[config.mk]
export PLATFORM = sky130hd
export DESIGN_NAME = if_fetch_ctrl
export DESIGN_NICKNAME = d
export VERILOG_FILES = /design/src/rtl/if_fetch_ctrl.sv
export SDC_FILE = /design/constraint.sdc
export NUM_CORES = 1
export LEC_CHECK = 0
export BUFFER_PORTS_ARGS = -buffer_cell sky130_fd_sc_hd__buf_2
export CELL_PAD_IN_SITES_DETAIL_PLACEMENT = 0
export CELL_PAD_IN_SITES_GLOBAL_PLACEMENT = 2
export CORE_MARGIN = 5
export CORE_UTILIZATION = 32
export CTS_CLUSTER_DIAMETER = 120
export CTS_CLUSTER_SIZE = 40
export DETAILED_ROUTE_END_ITERATION = 10
export PLACE_DENSITY_LB_ADDON = 0.1
export SLEW_MARGIN = 10
export SYNTH_ARGS = -nofsm -noshare
export SYNTH_HDL_FRONTEND = slang
export SYNTH_SLANG_ARGS = --single-unit
[constraint.sdc]
create_clock -name clk -period 7.6 [get_ports clk]
set_input_delay 1.9 -clock clk [delete_from_list [all_inputs] [get_ports clk]]
set_output_delay 1.9 -clock clk [all_outputs]
set_load 0.05 [all_outputs]
[src/rtl/if_fetch_ctrl.sv]
// if_fetch_ctrl: instruction fetch controller at the consumer end of the EX redirect path.
// Keeps the architectural PC and issues one req/ack read to imem at a time. Fetched words
// go into the IF/ID register, or into a 1-entry skid buffer while decode is stalled.
// A redirect from EX flushes wrong-path work and restarts fetch at ex_npc.
// Optional feature: define IF_FETCH_PERF_EN to add perf_redirect/perf_stall counters.
module if_fetch_ctrl #(
  parameter logic [31:0] RESET_PC = 32'h0000_0000
) (
  input  logic        clk,
  input  logic        rst,
  input  logic        stall,
  input  logic        ex_is_jump,
  input  logic [31:0] ex_npc,
  output logic        imem_req,
  output logic [31:0] imem_addr,
  input  logic        imem_ack,
  input  logic [31:0] imem_rdata,
  output logic        id_valid,
  output logic [31:0] id_inst,
  output logic [31:0] id_pc,
  output logic [31:0] id_pc4
`ifdef IF_FETCH_PERF_EN
  ,
  output logic [31:0] perf_redirect,
  output logic [31:0] perf_stall
`endif
);

  localparam logic [31:0] NOP = 32'h0000_0013;

  typedef enum logic [1:0] {FETCH, HOLD, DROP, ISSUE} state_t;

  state_t      state_q;
  logic [31:0] pc_q;
  logic        req_q;
  logic [31:0] addr_q;
  logic        id_valid_q;
  logic [31:0] id_inst_q, id_pc_q, id_pc4_q;
  logic        skid_vld_q;
  logic [31:0] skid_inst_q, skid_pc_q;

  logic [31:0] pc4_d;
  logic [31:0] npc_d;

  // Sequential PC (wraps mod 2^32) and the word-aligned redirect target.
  assign pc4_d = pc_q + 32'd4;
  assign npc_d = ex_npc & ~32'h3;

  // Fetch FSM. A redirect takes priority over stall and ack in every state. An outstanding
  // request is never abandoned: its ack is always consumed, and only then is the next one issued.
  always_ff @(posedge clk or posedge rst) begin
    if (rst) begin
      state_q     <= FETCH;
      pc_q        <= RESET_PC;
      req_q       <= 1'b0;
      addr_q      <= RESET_PC;
      id_valid_q  <= 1'b0;
      id_inst_q   <= NOP;
      id_pc_q     <= 32'd0;
      id_pc4_q    <= 32'd0;
      skid_vld_q  <= 1'b0;
      skid_inst_q <= NOP;
      skid_pc_q   <= 32'd0;
    end else if (ex_is_jump) begin
      pc_q       <= npc_d;
      id_valid_q <= 1'b0;
      id_inst_q  <= NOP;
      skid_vld_q <= 1'b0;
      case (state_q)
        FETCH: begin
          // The bus request must complete before the new target can be issued.
          if (req_q && !imem_ack) begin
            state_q <= DROP;
          end else begin
            state_q <= ISSUE;
            req_q   <= 1'b0;
          end
        end
        DROP: begin
          if (imem_ack) begin
            state_q <= ISSUE;
            req_q   <= 1'b0;
          end
        end
        default: state_q <= ISSUE;
      endcase
    end else begin
      case (state_q)
        FETCH: begin
          if (!req_q) begin
            // First cycle out of reset: start the request at RESET_PC.
            req_q  <= 1'b1;
            addr_q <= pc_q;
          end else if (imem_ack) begin
            req_q <= 1'b0;
            pc_q  <= pc4_d;
            if (stall && id_valid_q) begin
              skid_vld_q  <= 1'b1;
              skid_inst_q <= imem_rdata;
              skid_pc_q   <= pc_q;
              state_q     <= HOLD;
            end else begin
              id_valid_q <= 1'b1;
              id_inst_q  <= imem_rdata;
              id_pc_q    <= pc_q;
              id_pc4_q   <= pc4_d;
              state_q    <= ISSUE;
            end
          end
        end
        HOLD: begin
          if (!stall && skid_vld_q) begin
            id_valid_q <= 1'b1;
            id_inst_q  <= skid_inst_q;
            id_pc_q    <= skid_pc_q;
            id_pc4_q   <= skid_pc_q + 32'd4;
            skid_vld_q <= 1'b0;
            state_q    <= ISSUE;
          end
        end
        DROP: begin
          if (imem_ack) begin
            req_q   <= 1'b0;
            state_q <= ISSUE;
          end
        end
        ISSUE: begin
          req_q   <= 1'b1;
          addr_q  <= pc_q;
          state_q <= FETCH;
        end
        default: state_q <= FETCH;
      endcase
    end
  end

  assign imem_req  = req_q;
  assign imem_addr = addr_q;
  assign id_valid  = id_valid_q;
  assign id_inst   = id_inst_q;
  assign id_pc     = id_pc_q;
  assign id_pc4    = id_pc4_q;

`ifdef IF_FETCH_PERF_EN
  logic [31:0] perf_redirect_q, perf_stall_q;

  // Event counters: redirect cycles, and cycles where decode actually holds a valid word.
  always_ff @(posedge clk or posedge rst) begin
    if (rst) begin
      perf_redirect_q <= 32'd0;
      perf_stall_q    <= 32'd0;
    end else begin
      if (ex_is_jump)          perf_redirect_q <= perf_redirect_q + 32'd1;
      if (stall && id_valid_q) perf_stall_q    <= perf_stall_q + 32'd1;
    end
  end

  assign perf_redirect = perf_redirect_q;
  assign perf_stall    = perf_stall_q;
`endif

endmodule

==> results.json, run 1 <==
{
  "outcome": "finished clean",
  "h-tree-depth": 1,
  "period_minus_slack_ps": 3820,
  "slew_headroom_pct": 30.6,
  "synth_area_um2": 10900,
  "grt_pass1_vias": 8029,
  "die_w_um": 195,
  "setup_violations": 0,
  "wl_met2_mm": 14.2,
  "antenna_found_initial": 0,
  "first_pass_iters": 4,
  "fin_worst_skew_ps": 16.9,
  "rows": 67,
  "viasPerCell": 4.94,
  "nets": 1233,
  "finalCritPeriodShare_pct": 50.3,
  "io_pins": 199,
  "worst_path_most_repeated_cell": "inv_1",
  "wl_met1_mm": 15.1,
  "cts_setup_buffers": 0,
  "async_flop_share_pct": 100,
  "cts_resized": 0,
  "ant_nets": 0,
  "drv_slew": 0,
  "dieArea_um2": 37900,
  "ff2ff_setup_slack_ps": 3780,
  "path_max_fanout": 59,
  "max_stage_delay_ps": 830,
  "start_kind": "register",
  "hold_class": "reg2reg",
  "tritoncts": "yes",
  "whs_path_depth": 2,
  "grt_max_degree": 150,
  "layout_common_cells": "dfrtp_1, buf_2, nand2_1",
  "crit_cells": 6,
  "synth_edf_count": 0,
  "crit-reg2reg-launch": "state_q[1]",
  "setup_ws_ps": 3780,
  "clkLatencyLatePin_ps": 480,
  "synth_top_cell_by_area": "dfrtp_1",
  "tightest_slew_ps": 1040,
  "drive_gt1_share_pct": 29.0,
  "maxCapViolCount": 0,
  "syn_to_final_growth_pct": 14.9,
  "ys_types": 57,
  "ys.warnings.count": 0,
  "core_um2": 33600,
  "highest_layer": "met4",
  "synth_ff_type": "dfrtp_1",
  "vias": 7964,
  "critPathRequiredTime_ps": 7990,
  "start_util_pct": 32.5,
  "chipHeight_um": 195,
  "fill_cells": 3464,
  "grt_usage_pct": 15.8,
  "yosysSeqAreaShare_pct": 50.2,
  "root_buffer": "clkbuf_16",
  "port_buffers": 190,
  "drt_iter0_drc": 307,
  "dp_slack_ps": 3470,
  "crit_chain": "inv_1 -> ha_4 -> buf_4 -> inv_1 -> or3_1 -> o221ai_1",
  "reg2reg_depth": 6,
  "end_kind": "register",
  "syn_area_per_cell_um2": 10.6,
  "p_leak_nw": 5.62,
  "min_from": "id_inst[8]",
  "critPathBufInv": 3,
  "path_delay_family": "buffers and inverters",
  "cp.arrival_ps": 4210,
  "cp_slowest_cell": "buf_4",
  "clock-sinks": 219,
  "routedWlPerCell_um": 19.2,
  "power_density_nw_per_um2": 378,
  "criticalPathCategory": "reg2reg",
  "reg2reg_to": "id_pc4[20]",
  "min_to": "id_inst[8]",
  "grt_overflow": 0,
  "hpwl_mm": 21.2,
  "ctsHoldBuffers": 0,
  "met3_length_mm": 1.45,
  "cts_made_buffers": 11,
  "synthCells": 1030,
  "synth_top_cell_area_share_pct": 48.8,
  "tns_ps": 0,
  "ctsLongestPathBuffers": 3,
  "final_common_cell": "dfrtp_1",
  "drc_errors": 0,
  "clk_pin_slew_ps": 120,
  "max_freq_mhz": 262,
  "yosys-top-cells-area": "dfrtp_1, mux2_2, mux2i_1",
  "grt_pass1_wl_mm": 48.8,
  "place.gp.congestion": 0.764,
  "rsz0062_at_grt": "false",
  "peakVddDrop_uv": 184,
  "synth_seq_cells": 219,
  "wirelength_mm": 31.0,
  "hold_viol_final": 0
}
[flip-flops by register name (all words and copies together) (netlist names)]
name and flops:
id_pc 30, imem_addr 30, state_q 2, skid_vld_q 1
id_valid 1, skid_inst_q 32, id_inst 32, id_pc4 30
pc_q 30, imem_req 1, skid_pc_q 30
[report_power, final]
part           switching [W]  internal (W)
logic                0.00165      0.000610
registers           0.000254       0.00151
clock network       0.000399      0.000328
total                0.00230       0.00245
[logic make-up (layout without fill, tap and decap cells)]
logic type	count (synthesis)	after routing	synth area share [%]
flops	219	219	50.2
compound gates	161	161	9.29
buf+inv	106	233	4.33
xor+xnor	77	77	6.17
mux	158	158	15.5
simple gates	302	302	13.8
other cells	1	8	0.0343
fa+ha+maj	6	6	0.687
[layout make-up]
| class | count | area (um2) | area share, % |
|---|---|---|---|
| multi-input cells | 710 | 5030 | 40.1 |
| inverters | 14 | 56.3 | 0.448 |
| clock inverters | 3 | 53.8 | 0.428 |
| well taps | 448 | 561 | 4.46 |
| diodes | 2 | 5.00 | 0.0399 |
| clock buffers | 14 | 307 | 2.44 |
| repair buffers | 202 | 1060 | 8.41 |
| flip-flops and latches | 219 | 5490 | 43.7 |
[synthesized netlist by cell type, types with 20 or more instances]
| cell type | count |
|---|---|
| dfrtp_1 | 213 |
| nand2_1 | 149 |
| mux2_2 | 89 |
| o21ai_0 | 73 |
| mux2i_1 | 69 |
| clkbuf_1 | 51 |
| xor2_1 | 39 |
| xnor2_1 | 38 |
| o31ai_1 | 31 |
| nand3_1 | 29 |
| buf_2 | 22 |
| nand4_1 | 20 |
| nor2_1 | 20 |
[worst register-to-register path, stage by stage, from the launching register on]
cell and delay, ps:
dfrtp_1 450, inv_1 160, ha_4 370, buf_4 840, inv_1 820, or3_1 810, o221ai_1 290
[how the worst max path moves through the flow]
stage | startpoint | end | slack [ps]
floorplan | rst | id_inst[10] | 2850
global placement | stall | id_pc4[26] | 3450
detailed placement | stall | id_pc4[26] | 3470
CTS | state_q[1] | id_pc4[20] | 3660
global route | state_q[1] | id_pc4[20] | 3470
finish | state_q[1] | id_pc4[20] | 3780
[per-layer routing]
metal | vias to the layer above | track usage, %
met1 | 3924 | 23.7
met4 | 0 | 2.07
li1 | 3875 | -
met5 | - | 0
met3 | 15 | 2.03
met2 | 150 | 25.4
[per-stage QoR]
step                      hold WS [ps]  area (um2)  utilization [%]  power, W  std cells
final                              483       12600             37.4   0.00475       1612
after global routing               505       12600             37.3   0.00503       1610
after CTS                          488       12600             37.3   0.00484       1610
after detailed placement           460       12200             36.3   0.00409       1593
after global placement             454       12200             36.3   0.00408       1593
after floorplan                    480       11000                -   0.00348       1035
No activity file was read; power rests on OpenSTA's default activity.
==> run 2: changes to the inputs <==
--- a/config.mk
+++ b/config.mk
@@ -9,7 +9,7 @@
 export CELL_PAD_IN_SITES_DETAIL_PLACEMENT = 0
 export CELL_PAD_IN_SITES_GLOBAL_PLACEMENT = 2
 export CORE_MARGIN = 5
-export CORE_UTILIZATION = 32
+export CORE_UTILIZATION = 36
 export CTS_CLUSTER_DIAMETER = 120
 export CTS_CLUSTER_SIZE = 40
 export DETAILED_ROUTE_END_ITERATION = 10
==> constraint.sdc (replaced) <==
create_clock -name clk -period 3.55 [get_ports clk]
set_input_delay 0.8875 -clock clk [delete_from_list [all_inputs] [get_ports clk]]
set_output_delay 0.8875 -clock clk [all_outputs]
set_load 0.05 [all_outputs]
==> run 2 against run 1 <==
Against the previous run:
- die area is 11% lower
- clock skew up 15 ps
- routed wire length shrank 3.8%
- critical path depth is 1 lower
- sequential share of layout area decreased by 0.16 points
- register-to-register slack got worse by 3100 ps
==> results.json, run 2 (synthesis gave the netlist of run 1 again) <==
{
  "grt_pass1_vias": 8071,
  "maxCapViolCount": 0,
  "hpwl_mm": 20.9,
  "crit_chain": "inv_1 -> ha_4 -> buf_4 -> or3_1 -> o221ai_1",
  "wirelength_mm": 29.8,
  "grt_usage_pct": 17.3,
  "tightest_slew_ps": 891,
  "ctsLongestPathBuffers": 3,
  "end_kind": "register",
  "cts_resized": 0,
  "chipHeight_um": 184,
  "io_pins": 199,
  "p_leak_nw": 5.69,
  "reg2reg_to": "id_pc4[31]",
  "ctsHoldBuffers": 0,
  "port_buffers": 190,
  "syn_to_final_growth_pct": 15.3,
  "vias": 7921,
  "drt_iter0_drc": 438,
  "slew_headroom_pct": 40.1,
  "path_delay_family": "buffers and inverters",
  "critPathBufInv": 2,
  "diodes": 0,
  "seq_area_um2": 5490,
  "grt_pass1_wl_mm": 47.4,
  "cts_made_buffers": 10,
  "post-route-util_pct": 42.3,
  "fill_cells": 3007,
  "dieArea_um2": 33900,
  "finalPower_w": 0.0101,
  "hold_viol_final": 0,
  "clkLatencyLatePin_ps": 510,
  "routedWlPerCell_um": 19.1,
  "drv_slew": 0,
  "reg2reg_depth": 5,
  "instances_no_fill": 1561,
  "layout_common_cells": "dfrtp_1, buf_2, nand2_1",
  "ant_nets": 0,
  "period_minus_slack_ps": 2870,
  "outcome": "finished clean",
  "viasPerCell": 5.07,
  "multi_input_area_um2": 5030,
  "peakVddDrop_uv": 397,
  "start_kind": "register",
  "tritoncts": "yes",
  "hold_class": "in2async",
  "cts_setup_buffers": 0,
  "grt_overflow": 0,
  "h-tree-depth": 1,
  "criticalPathCategory": "reg2reg",
  "setup_violations": 0,
  "nets": 1242,
  "place.gp.congestion": 0.782,
  "crit-reg2reg-launch": "state_q[1]",
  "die_w_um": 184,
  "max_freq_mhz": 348,
  "clock-sinks": 219,
  "root_buffer": "clkbuf_16",
  "final_area_um2": 12600,
  "power_density_nw_per_um2": 803,
  "path_max_fanout": 41,
  "drc_errors": 0,
  "final_common_cell": "dfrtp_1",
  "clk_pin_slew_ps": 130,
  "cp_slowest_cell": "buf_4",
  "drive_gt1_share_pct": 29.6,
  "dpl-instance-area_um2": 12300,
  "rsz0062_at_grt": "false",
  "place_inst": 1545,
  "fin_worst_skew_ps": 32.0,
  "start_util_pct": 36.7,
  "cp.arrival_ps": 3230,
  "grt_max_degree": 70,
  "max_stage_delay_ps": 710,
  "critPathRequiredTime_ps": 3910,
  "first_pass_iters": 4,
  "finalCritPeriodShare_pct": 80.9,
  "rows": 63,
  "antenna_found_initial": 0,
  "core_um2": 29800,
  "ff2ff_setup_slack_ps": 680
}
-- run 2: power by group --
group | leakage, nW | internal, W | switching, W
logic | 2.74 | 0.00135 | 0.00352
clock network | 0.164 | 0.000599 | 0.000893
registers | 2.79 | 0.00323 | 0.000533
total | 5.69 | 0.00517 | 0.00495
-- run 2: per-stage QoR --
step	hold WS [ps]	TNS [ps]	setup WS, ps
2_1_floorplan	480	-39770	-187
3_3_place_gp	456	0	633
5_1_grt	412	0	469
3_5_place_dp	463	0	626
4_1_cts	389	0	601
6_report	403	0	678
-- run 2: area by class of cell --
| type | count | area share, % |
|---|---|---|
| Clock buffer | 11 | 2.18 |
| Tap cell | 390 | 3.87 |
| Multi-Input combinational cell | 710 | 39.9 |
| Clock inverter | 5 | 0.467 |
| Sequential cell | 219 | 43.5 |
| Timing Repair Buffer | 212 | 9.57 |
| Inverter | 14 | 0.447 |
-- run 2: how the worst max path moves through the flow --
stage	depth (start not counted)	end	from
global placement	5	id_pc4[31]	state_q[1]
floorplan	1	id_inst[10]	rst
detailed placement	5	id_pc4[31]	state_q[1]
CTS	5	id_pc4[31]	state_q[1]
global route	5	id_pc4[31]	state_q[1]
finish	5	id_pc4[31]	state_q[1]
-- run 2: metal layers --
layer  share of wire, %  vias up  wire length [um]  global-route usage, %
met2                 46      151             13800                   27.9
met1                 49     3883             14600                   25.8
met5                  0        -                 0                      0
met3                3.6       20              1060                   2.01
li1                   -     3867                 -                      -
met4                1.2        0               356                   2.63
==> run 3: changes to the inputs <==
--- a/config.mk
+++ b/config.mk
@@ -5,11 +5,12 @@
 export SDC_FILE = /design/constraint.sdc
 export NUM_CORES = 1
 export LEC_CHECK = 0
+export ABC_AREA = 1
 export BUFFER_PORTS_ARGS = -buffer_cell sky130_fd_sc_hd__buf_2
 export CELL_PAD_IN_SITES_DETAIL_PLACEMENT = 0
 export CELL_PAD_IN_SITES_GLOBAL_PLACEMENT = 2
 export CORE_MARGIN = 5
-export CORE_UTILIZATION = 36
+export CORE_UTILIZATION = 30
 export CTS_CLUSTER_DIAMETER = 120
 export CTS_CLUSTER_SIZE = 40
 export DETAILED_ROUTE_END_ITERATION = 10
==> constraint.sdc (replaced) <==
create_clock -name clk -period 2.5 [get_ports clk]
set_input_delay 0.625 -clock clk [delete_from_list [all_inputs] [get_ports clk]]
set_output_delay 0.625 -clock clk [all_outputs]
set_load 0.05 [all_outputs]
==> run 3 against run 2 <==
Against the previous run:
- critical path type unchanged
- sequential share of layout area shrank 1.1 points
- maximum frequency grew 32%
- register-to-register slack lost 360 ps
- die area grew 20%
- highest routed layer unchanged
- flip-flop and latch count is the same
- cell count grew 27%
- synthesized cell count grew 31%
==> results.json, run 3 <==
{
  "finalCritPeriodShare_pct": 87.2,
  "maxCapViolCount": 0,
  "drt_iter0_drc": 462,
  "tritoncts": "yes",
  "first_pass_iters": 5,
  "dpl-instance-area_um2": 12500,
  "start_util_pct": 30.2,
  "cts_made_buffers": 11,
  "hold_slack_ps": 82.2,
  "synthCells": 1353,
  "path_max_fanout": 42,
  "chipHeight_um": 202,
  "max_stage_delay_ps": 470,
  "nets": 1589,
  "path_delay_family": "buffers and inverters",
  "final_common_cell": "nand2_1",
  "grt_pass1_vias": 9241,
  "peakVddDrop_uv": 619,
  "port_buffers": 190,
  "rows": 70,
  "slew_headroom_pct": 64.1,
  "drv_slew": 0,
  "synth_ff_type": "dfrtp_1",
  "diodes": 0,
  "cts_resized": 0,
  "period_minus_slack_ps": 2180,
  "grt_pass1_wl_mm": 57.6,
  "ys_types": 44,
  "wirelength_mm": 37.1,
  "ctsHoldBuffers": 0,
  "synthMuxAreaShare_pct": 3.72,
  "synth_top_cell_area_share_pct": 48.4,
  "layout_common_cells": "nand2_1, dfrtp_1, buf_2",
  "syn_to_final_growth_pct": 17.5,
  "ff2ff_setup_slack_ps": 320,
  "outcome": "finished clean",
  "crit_chain": "inv_1 -> ha_1 -> inv_4 -> nand2_1 -> o21ai_2 -> nand2_2 -> inv_2 -> buf_12 -> nor2_1 -> a31oi_1",
  "yosysSeqAreaShare_pct": 49.8,
  "setup_violations": 0,
  "grt_max_degree": 91,
  "criticalPathCategory": "reg2reg",
  "place_inst": 1969,
  "cts_setup_buffers": 0,
  "vias": 9341,
  "root_buffer": "clkbuf_16",
  "clkLatencyLatePin_ps": 510,
  "die_w_um": 202,
  "yosys.area_share.adder_pct": 0.682,
  "instances_no_fill": 1986,
  "setup_ws_ps": 320,
  "place.gp.congestion": 0.817,
  "io_pins": 199,
  "core_um2": 36400,
  "startpoint": "state_q[0]",
  "start_kind": "register",
  "hold_viol_final": 0,
  "async_flop_share_pct": 100,
  "rsz0062_at_grt": "false",
  "grt_overflow": 0,
  "drc_errors": 0,
  "tightest_slew_ps": 538,
  "synth_seq_cells": 219,
  "dp_slack_ps": 327,
  "tns_ps": 0,
  "drive_gt1_share_pct": 19.4,
  "cp.arrival_ps": 2580,
  "end_kind": "register",
  "max_freq_mhz": 459,
  "cp_slowest_cell": "dfrtp_1",
  "grt_usage_pct": 17.8,
  "antenna_found_initial": 0,
  "synth_top_cell_by_area": "dfrtp_1",
  "fin_worst_skew_ps": 44.3,
  "synthTopCellsByCount": "nand2_1, dfrtp_1, nor2_1",
  "viasPerCell": 4.70,
  "synth_compound_area_share_pct": 10.9,
  "clock-sinks": 219,
  "hold_class": "in2async",
  "p_leak_nw": 6.29,
  "synth_edf_count": 0,
  "dieArea_um2": 40600,
  "ctsLongestPathBuffers": 3,
  "critPathRequiredTime_ps": 2900,
  "hpwl_mm": 27.7,
  "yosys-top-cells-area": "dfrtp_1, nand2_1, nor2_1",
  "power_density_nw_per_um2": 1200,
  "fill_cells": 3960,
  "ant_nets": 0,
  "critPathBufInv": 4,
  "clk_pin_slew_ps": 140,
  "synth.most_common_cell": "nand2_1",
  "ys.warnings.count": 0,
  "synth_area_um2": 11000,
  "crit-reg2reg-launch": "state_q[0]",
  "synth_top_family_by_area": "simple AND/OR/NAND/NOR gates",
  "h-tree-depth": 1,
  "syn_area_per_cell_um2": 8.14,
  "final_area_um2": 12900,
  "synth_xor_area_share_pct": 1.83,
  "synth-simple-area-share_pct": 26.5,
  "routedWlPerCell_um": 18.7
}
==> run 3: changes by cell type in the layout (fill, tap and decap cells not counted), moves of 13 or more <==
cell	previous run	this run
mux2i_1	69	3
mux2_2	89	23
nand2_1	149	448
nor3_1	17	3
xnor2_1	38	7
nand3_1	29	66
o21ai_0	73	87
nand3b_1	0	13
xor2_1	39	16
inv_1	13	80
nor4_1	16	0
a31oi_1	0	30
nor2_1	20	160
==> run 3: power breakdown <==
group          total (W)  switching (W)  internal [W]
Clock            0.00228        0.00138      0.000899
Sequential       0.00547       0.000806       0.00466
Combinational    0.00778        0.00591       0.00187
Total             0.0155        0.00810       0.00743
==> run 3: per-stage QoR <==
stage	utilization [%]	power (W)
CTS	35.5	0.0158
detailed placement	34.4	0.0135
floorplan	-	0.0111
finish	35.5	0.0155
global placement	34.4	0.0134
global route	35.5	0.0166
==> run 3: logic make-up after synthesis <==
kind of cell,count (synthesis)
adders and majority gates,6
other,1
AOI/OAI and AO/OA,194
xor gates and xnor gates,23
buffers and inverters,159
muxes,34
DFF,219
and+or+nand+nor,717
==> run 3: worst register-to-register path: cells and delay by family (launching register included) <==
| family | cells | cell delay [ps] |
|---|---|---|
| buffers and inverters | 4 | 750 |
| flip-flops | 1 | 470 |
| AND/OR/NAND/NOR | 3 | 310 |
| adder cells (fa/ha/maj) | 1 | 300 |
| AO/OA/AOI/OAI | 2 | 260 |
==> run 3: final cells by class <==
cell class	instances	area, um2	area share, %
Sequential cell	219	5490	42.4
Multi-Input combinational cell	980	4850	37.5
Timing Repair Buffer	215	1290	9.96
Tap cell	468	586	4.53
Inverter	87	333	2.57
Clock buffer	12	279	2.16
Clock inverter	5	109	0.842
==> run 3: metal layers <==
metal	global-route usage, %	vias to the layer above	part of all wire, %
met2	27.3	199	44
met4	2.34	0	1.0
li1	-	4693	-
met5	0	-	0
met3	2.34	23	4.2
met1	27.6	4426	51
==> run 3: worst paths after layout <==
path	end	cells past startpoint
setup / recovery	id_pc[30]	10
hold / removal	id_pc[5]	2
setup reg to reg	id_pc[30]	10
hold reg to reg	id_pc4[24]	2
max in group asynchronous	id_inst[0]	3
min in group clk	pc_q[10]	3
